===== config.mk =====
export PLATFORM = sky130hd
export DESIGN_NAME = bsg_rom_stream_player
export DESIGN_NICKNAME = d
export VERILOG_FILES = /design/src/rtl/bsg_rom_stream_player_pkg.sv /design/src/rtl/bsg_fifo_1r1w_small.sv /design/src/rtl/bsg_rom_stream_player.sv
export SDC_FILE = /design/constraint.sdc
export NUM_CORES = 1
export LEC_CHECK = 0
export BUFFER_PORTS_ARGS = -buffer_cell sky130_fd_sc_hd__buf_2
export CAP_MARGIN = 15
export CORE_ASPECT_RATIO = 1.2
export CORE_MARGIN = 8
export CORE_UTILIZATION = 45
export CTS_CLUSTER_DIAMETER = 80
export DETAILED_ROUTE_END_ITERATION = 7
export HOLD_SLACK_MARGIN = 0.05
export MAX_ROUTING_LAYER = met4
export PLACE_DENSITY = 0.73
export SLEW_MARGIN = 20
export SYNTH_ARGS = -nofsm -noshare
export SYNTH_HDL_FRONTEND = slang
export SYNTH_SLANG_ARGS = --single-unit

===== constraint.sdc =====
create_clock -name clk_i -period 3.2 [get_ports clk_i]
set_input_delay 0.64 -clock clk_i [delete_from_list [all_inputs] [get_ports clk_i]]
set_output_delay 0.64 -clock clk_i [all_outputs]
set_load 0.005 [all_outputs]

===== src/rtl/bsg_rom_stream_player_pkg.sv =====
// ============================================================================
// Module      : bsg_rom_stream_player_pkg
// Description : Shared types and constants for the ROM stream player.
// Revision    : 1.0 - initial release
// ============================================================================
`default_nettype none

package bsg_rom_stream_player_pkg;

   // Player sequencing states
   typedef enum logic [1:0] {
      e_idle  = 2'd0,
      e_run   = 2'd1,
      e_drain = 2'd2,
      e_done  = 2'd3
   } state_e;

   // Depth of the output buffer; the read credit scheme is sized to it
   localparam int unsigned fifo_els_lp = 2;

   // Address width that stays at least one bit wide for single-entry ROMs
   function automatic int unsigned safe_clog2(input int unsigned n);
      return (n > 1) ? $clog2(n) : 1;
   endfunction

endpackage

`default_nettype wire


===== src/rtl/bsg_fifo_1r1w_small.sv =====
// ============================================================================
// Module      : bsg_fifo_1r1w_small
// Description : Small register-based FIFO, one write and one read port.
//               v_o flags a valid head; yumi_i pops it. The writer must not
//               push when ready_o is low.
// Revision    : 1.0 - initial release
// ============================================================================
`default_nettype none

module bsg_fifo_1r1w_small #(
   parameter int unsigned width_p = 8,
   parameter int unsigned els_p   = 2
) (
   input  logic               clk_i,
   input  logic               reset_n_i,
   input  logic               v_i,
   input  logic [width_p-1:0] data_i,
   output logic               ready_o,
   output logic               v_o,
   output logic [width_p-1:0] data_o,
   input  logic               yumi_i
);

   localparam int unsigned ptr_width_lp   = (els_p > 1) ? $clog2(els_p) : 1;
   localparam int unsigned count_width_lp = $clog2(els_p + 1);
   localparam logic [ptr_width_lp-1:0]   last_ptr_lp = ptr_width_lp'(els_p - 1);
   localparam logic [count_width_lp-1:0] full_lp     = count_width_lp'(els_p);

   logic [width_p-1:0]        mem [els_p];
   logic [ptr_width_lp-1:0]   wr_ptr;
   logic [ptr_width_lp-1:0]   rd_ptr;
   logic [count_width_lp-1:0] count;

   // Storage array; contents are only observed when count says they are valid
   always_ff @(posedge clk_i) begin
      if (v_i) begin
         mem[wr_ptr] <= data_i;
      end
   end

   // Circular read/write pointers and occupancy count
   always_ff @(posedge clk_i or negedge reset_n_i) begin
      if (!reset_n_i) begin
         wr_ptr <= '0;
         rd_ptr <= '0;
         count  <= '0;
      end else begin
         if (v_i) begin
            wr_ptr <= (wr_ptr == last_ptr_lp) ? '0 : wr_ptr + ptr_width_lp'(1);
         end
         if (yumi_i) begin
            rd_ptr <= (rd_ptr == last_ptr_lp) ? '0 : rd_ptr + ptr_width_lp'(1);
         end
         case ({v_i, yumi_i})
            2'b10:   count <= count + count_width_lp'(1);
            2'b01:   count <= count - count_width_lp'(1);
            default: count <= count;
         endcase
      end
   end

   assign ready_o = (count != full_lp);
   assign v_o     = (count != '0);
   assign data_o  = mem[rd_ptr];

endmodule

`default_nettype wire


===== src/rtl/bsg_rom_stream_player.sv =====
// ============================================================================
// Module      : bsg_rom_stream_player
// Description : Walks a 1-cycle-latency ROM from address 0 to els_p-1 and
//               streams each word out on a valid/ready interface, optionally
//               looping until stop_i. Reads are issued against a credit of
//               two buffered/in-flight words so the output never overflows.
//               Optional build macro BSG_ROM_STREAM_PLAYER_CHECKSUM_EN adds
//               checksum_o, the XOR of the words transferred in this pass.
// Revision    : 1.0 - initial release
// ============================================================================
`default_nettype none

module bsg_rom_stream_player
   import bsg_rom_stream_player_pkg::*;
#(
   parameter int unsigned els_p          = 4,
   parameter int unsigned width_p        = 32,
   parameter int unsigned addr_width_lp  = safe_clog2(els_p),
   parameter int unsigned count_width_lp = $clog2(els_p + 1)
) (
   input  logic                      clk_i,
   input  logic                      reset_n_i,
   input  logic                      go_i,
   input  logic                      loop_i,
   input  logic                      stop_i,
   output logic                      rom_v_o,
   output logic [addr_width_lp-1:0]  rom_addr_o,
   input  logic [width_p-1:0]        rom_data_i,
   output logic                      v_o,
   output logic [width_p-1:0]        data_o,
   input  logic                      ready_i,
   output logic                      busy_o,
   output logic                      done_o,
   output logic [count_width_lp-1:0] words_sent_o
`ifdef BSG_ROM_STREAM_PLAYER_CHECKSUM_EN
   ,
   output logic [width_p-1:0]        checksum_o
`endif
);

   localparam logic [addr_width_lp-1:0]  last_addr_lp  = addr_width_lp'(els_p - 1);
   localparam logic [count_width_lp-1:0] els_count_lp  = count_width_lp'(els_p);
   localparam logic [count_width_lp-1:0] last_count_lp = count_width_lp'(els_p - 1);
   localparam logic [2:0]                credit_lp     = 3'(fifo_els_lp);

   state_e state;
   state_e state_next;

   logic [addr_width_lp-1:0]  addr;
   logic                      looping;
   logic                      in_flight;
   logic [count_width_lp-1:0] words_sent;

   logic                      fifo_push;
   logic                      fifo_pop;
   logic                      fifo_ready;
   logic                      fifo_v;
   logic [width_p-1:0]        fifo_data;
   logic [1:0]                fifo_occ;

   logic [2:0]                pending;
   logic [2:0]                remain;
   logic                      xfer;
   logic                      start;
   logic                      credit_ok;
   logic                      last_issue;
   logic                      final_word;
   logic                      pass_end;
   logic                      pass_wrap;

   // Output buffer; the word returning from the ROM goes straight out when
   // the buffer is empty and downstream accepts, otherwise it is buffered
   bsg_fifo_1r1w_small #(
      .width_p (width_p),
      .els_p   (fifo_els_lp)
   ) fifo (
      .clk_i     (clk_i),
      .reset_n_i (reset_n_i),
      .v_i       (fifo_push),
      .data_i    (rom_data_i),
      .ready_o   (fifo_ready),
      .v_o       (fifo_v),
      .data_o    (fifo_data),
      .yumi_i    (fifo_pop)
   );

   // Buffer occupancy recovered from the two-entry FIFO's flags
   always_comb begin
      fifo_occ = 2'd0;
      if (!fifo_ready) begin
         fifo_occ = 2'(fifo_els_lp);
      end else if (fifo_v) begin
         fifo_occ = 2'd1;
      end
   end

   // Head of the stream is the oldest buffered word, else the returning word
   assign v_o       = fifo_v | in_flight;
   assign data_o    = fifo_v ? fifo_data : (in_flight ? rom_data_i : '0);
   assign xfer      = v_o & ready_i;
   assign fifo_pop  = fifo_v & ready_i;
   assign fifo_push = in_flight & (fifo_v | ~ready_i);

   // Words owed downstream now, and what is left after this cycle's transfer
   assign pending   = 3'(fifo_occ) + 3'(in_flight);
   assign remain    = pending - 3'(xfer);
   assign credit_ok = (remain < credit_lp);

   assign start      = go_i & ((state == e_idle) | (state == e_done));
   assign last_issue = rom_v_o & (addr == last_addr_lp);

   // The very last word of the final pass is the only one left while draining
   assign final_word = (state == e_drain) & (pending == 3'd1);
   assign pass_end   = xfer & (words_sent == last_count_lp);
   assign pass_wrap  = pass_end & looping & ~final_word;

   // State register
   always_ff @(posedge clk_i or negedge reset_n_i) begin
      if (!reset_n_i) begin
         state <= e_idle;
      end else begin
         state <= state_next;
      end
   end

   // Next-state selection
   always_comb begin
      state_next = state;
      case (state)
         e_idle, e_done: begin
            if (go_i) begin
               state_next = e_run;
            end
         end
         e_run: begin
            if (last_issue && !(looping && !stop_i)) begin
               state_next = e_drain;
            end
         end
         e_drain: begin
            if (remain == 3'd0) begin
               state_next = e_done;
            end
         end
         default: state_next = e_idle;
      endcase
   end

   // State-decoded outputs; reads go out only while credit remains
   always_comb begin
      rom_v_o = 1'b0;
      busy_o  = 1'b0;
      done_o  = 1'b0;
      case (state)
         e_run: begin
            rom_v_o = credit_ok;
            busy_o  = 1'b1;
         end
         e_drain: busy_o = 1'b1;
         e_done:  done_o = 1'b1;
         default: ;
      endcase
   end

   // Read address walks 0..els_p-1 and returns to 0 after the last entry
   always_ff @(posedge clk_i or negedge reset_n_i) begin
      if (!reset_n_i) begin
         addr    <= '0;
         looping <= 1'b0;
      end else if (start) begin
         addr    <= '0;
         looping <= loop_i;
      end else if (rom_v_o) begin
         addr <= (addr == last_addr_lp) ? '0 : addr + addr_width_lp'(1);
      end
   end

   // A read issued this cycle returns data next cycle
   always_ff @(posedge clk_i or negedge reset_n_i) begin
      if (!reset_n_i) begin
         in_flight <= 1'b0;
      end else begin
         in_flight <= rom_v_o;
      end
   end

   // Per-pass transfer count; restarts when a looping pass completes
   always_ff @(posedge clk_i or negedge reset_n_i) begin
      if (!reset_n_i) begin
         words_sent <= '0;
      end else if (start) begin
         words_sent <= '0;
      end else if (pass_wrap) begin
         words_sent <= '0;
      end else if (pass_end) begin
         words_sent <= els_count_lp;
      end else if (xfer && (words_sent != els_count_lp)) begin
         words_sent <= words_sent + count_width_lp'(1);
      end
   end

   assign rom_addr_o   = addr;
   assign words_sent_o = words_sent;

`ifdef BSG_ROM_STREAM_PLAYER_CHECKSUM_EN
   logic [width_p-1:0] checksum;

   // Running XOR of the words accepted downstream in the current pass
   always_ff @(posedge clk_i or negedge reset_n_i) begin
      if (!reset_n_i) begin
         checksum <= '0;
      end else if (start) begin
         checksum <= '0;
      end else if (pass_wrap) begin
         checksum <= '0;
      end else if (xfer) begin
         checksum <= checksum ^ data_o;
      end
   end

   assign checksum_o = checksum;
`endif

endmodule

`default_nettype wire


==> run_results.csv <==
group,metric,value,unit
cells_and_area,fin_util,55.77,%
sta,rsz0062_at_grt,"false",
pwr,ir_drop,0.4309,mV
global_route,grt_overflow_total,0,
setup_path,end_kind,"output pin",
synth,synth_cells,268,
setup_path,path_buf_inv,3,
clock_tree,max-clock-path-buffers,2,
detailed_routing,vias,2304,
sta,setup_viol,0,
clock_tree,postCtsHoldBufs,0,
sta,fin_crit_sh,95.38,%
setup_path,r2r-start,"fifo.count[1]",
floorplanning,rows,35,
cells_and_area,nNetsFinal,393,
cells_and_area,synthToLayoutAreaGrowth,21.96,%
setup_path,path_cells,"or3_4 > nand2_4 > inv_1 > ha_2 > xor2_1 > and2_1 > or3b_4 > inv_2 > buf_2",
setup_path,cpMaxStageDelayCell,"dfrtp_2",
synth,async_flop_share,16.88,%
synth,synthFlopType,"edfxtp_1",
cells_and_area,fillers,643,
setup_path,start_kind,"flop",
global_route,antenna_found_initial,0,
detailed_routing,wl,7.045,mm
detailed_routing,postRouteAntennaNets,0,
place,place_area,0.003960,sq mm
clock_tree,htreeDepth,3,
place,place_congestion,0.7994,
sta,worstMarginPinSlew,0.9650,ns
setup_path,critPathArrivalTime,2.41,ns
detailed_routing,dr.pass1.iters,4,
setup_path,worstPathRequired,2.56,ns
clock_tree,path_clk_slew,0.08,ns
floorplanning,dieArea,0.01077,sq mm
detailed_routing,drc_errors,0,
sta,skew,0.007606,ns
setup_path,max_stage_delay,0.41,ns
place,place_hpwl,4.720,mm
clock_tree,cts-root-buf,"clkbuf_8",
synth,synth-seq-area-share,64.86,%
global_route,grt_pass1_vias,2469,
floorplanning,core-area,0.007576,sq mm
cells_and_area,design_area,0.004225,sq mm
global_route,grt_pass1_wl,11.87,mm
setup_path,reg2regPathDepth,9,
pwr,p_leak,1.743,nW
status,outcome,"finished, final reports clean",
clock_tree,cts_buffers,9,
sta,timing.slew.headroom,35.51,%
place,io_buffer_count,78,
setup_path,crit_family,"simple AND/OR/NAND/NOR gates",
synth,synth_cell_types,32,
sta,fin_crit,3.052,ns
cells_and_area,diodes,0,
pwr,power_density,940.7,mW/mm^2
detailed_routing,first_iter_violations,69,
floorplanning,die_x,96.10,microns
floorplanning,pin_count,79,
flow_run,max_cap_viol_count,0,
setup_path,r2r_end,"rom_addr_o[0]",
floorplanning,die_h,112.1,microns
synth,ys_ff_latch,77,
sta,timing.fmax,0.3276,GHz
setup_path,cp_max_fo,5,
synth,ys_warn_count,0,
cells_and_area,drive_above_1_share,31.43,%
cells_and_area,multi_input_area,0.001132,sq mm
setup_path,r2r_slack,0.76,ns
detailed_routing,wl_per_cell,15.94,microns
hold_path,hp-class,"input port to async pin",
synth,synth_area,0.003465,sq mm
pwr,p_total,0.003975,W
clock_tree,insertion_delay,0.34,ns
sta,slew_viol_final,0,
sta,hold_slack,0.1746,ns
clock_tree,cts_tree,"built",
detailed_routing,viasPerCell,5.213,
sta,tns,0,ns
cells_and_area,seq_area,0.002250,sq mm
clock_tree,numClockSinks,77,
synth,synth_nets,316,
floorplanning,start_util,45.73,%
synth,syn_avg_cell_area,12.93,sq um
sta,hold_viol_final,0,
synth,synth-edff-count,64,
global_route,track_usage,14.41,%
global_route,grt_max_degree,38,
setup_path,crit_type,"flop to output pin",
cell families (layout without fill, tap and decap cells):
| family | Yosys count | in the layout | share of synthesized area (%) |
|---|---|---|---|
| buffers and inverters | 29 | 111 | 3.431 |
| AND/OR/NAND/NOR | 61 | 61 | 8.812 |
| XOR/XNOR | 6 | 6 | 1.517 |
| multiplexers | 34 | 34 | 9.823 |
| adder cells (fa/ha/maj) | 10 | 10 | 3.611 |
| AO/OA/AOI/OAI | 51 | 51 | 7.946 |
| flip-flops | 77 | 77 | 64.86 |
power breakdown:
part	total, W	switching [W]	leakage, nW	internal, W
Clock	0.000865	0.000346	0.116	0.000518
Sequential	0.00152	0.000150	0.741	0.00137
Combinational	0.00159	0.000881	0.886	0.000708
per-stage QoR:
stage | setup WS (ns) | cells
6_report | 0.1479 | 442
5_1_grt | 0.01072 | 442
4_1_cts | 0.01712 | 442
3_5_place_dp | 0.2386 | 425
3_3_place_gp | 0.3173 | 425
2_1_floorplan | 0.3727 | 268
sequential cells by signal, summed over array words and instances (netlist names):
| name | count |
|---|---|
| fifo.rd_ptr | 1 |
| words_sent_o | 3 |
| rom_addr_o | 2 |
| in_flight | 1 |
| looping | 1 |
| state | 2 |
| fifo.count | 2 |
| fifo.mem | 64 |
| fifo.wr_ptr | 1 |
synthesized netlist by cell type, types with 2 or more instances:
library cell   n  share of area (%)
mux2i_1       34                9.8
xor2_1         3               0.76
ha_1          10                3.6
inv_1         11                1.2
buf_1          2               0.22
edfxtp_1      64                 55
dfrtp_1       13                9.4
or3_1          2               0.36
nand2_1        9               0.98
nor2_1         7               0.76
clkbuf_1      13                1.4
and2_1         3               0.54
o31a_1         2               0.51
xnor2_1        3               0.76
o21ai_0       43                6.2
nand3_1       33                4.8
how the worst max path moves through the flow:
stage / startpoint / end / cells past startpoint
floorplan: fifo.count[0] / fifo.mem[0][0] / 6
global placement: fifo.count[1] / rom_v_o / 9
CTS: fifo.count[1] / rom_v_o / 9
detailed placement: fifo.count[1] / rom_v_o / 9
finish: fifo.count[1] / rom_v_o / 9
global route: fifo.count[1] / rom_v_o / 9
layer usage:
metal | wire, microns | track usage, % | up-vias
li1 | - | - | 1147
met1 | 2959 | 17.17 | 1099
met2 | 3623 | 22.85 | 47
met3 | 315 | 2.403 | 11
met4 | 146 | 7.091 | 0
met5 | 0 | - | -
layout by cell type, fill, tap and decap left out, types with 2 or more instances in the layout:
cell,synthesis,final
and2_1,3,3
xnor2_1,3,3
bufinv_16,0,3
clkbuf_8,0,9
xor2_1,3,3
dfrtp_2,0,2
nor2_4,0,2
nand2_1,9,8
nand3_1,33,33
dfrtp_1,13,11
o21ai_0,43,43
inv_1,11,10
o31a_1,2,2
mux2i_1,34,34
edfxtp_1,64,64
buf_2,1,78
nor2_1,7,5
buf_4,0,5
ha_1,10,9
layout make-up:
type,count,share of cell area (%)
Clock inverter,6,2.635
Sequential cell,77,53.24
Clock buffer,10,3.020
Inverter,11,0.9772
Timing Repair Buffer,84,10.60
Tap cell,92,2.724
Multi-Input combinational cell,162,26.80
timing repair:
action / CTS / global route
buffers inserted: 1 / 0
endpoints found under the setup margin: 1 / 1
pin swaps: 0 / 1
gates resized for setup: 3 / 4
endpoints found under the hold margin: 0 / 0
Power figures use the tool's default switching activity.
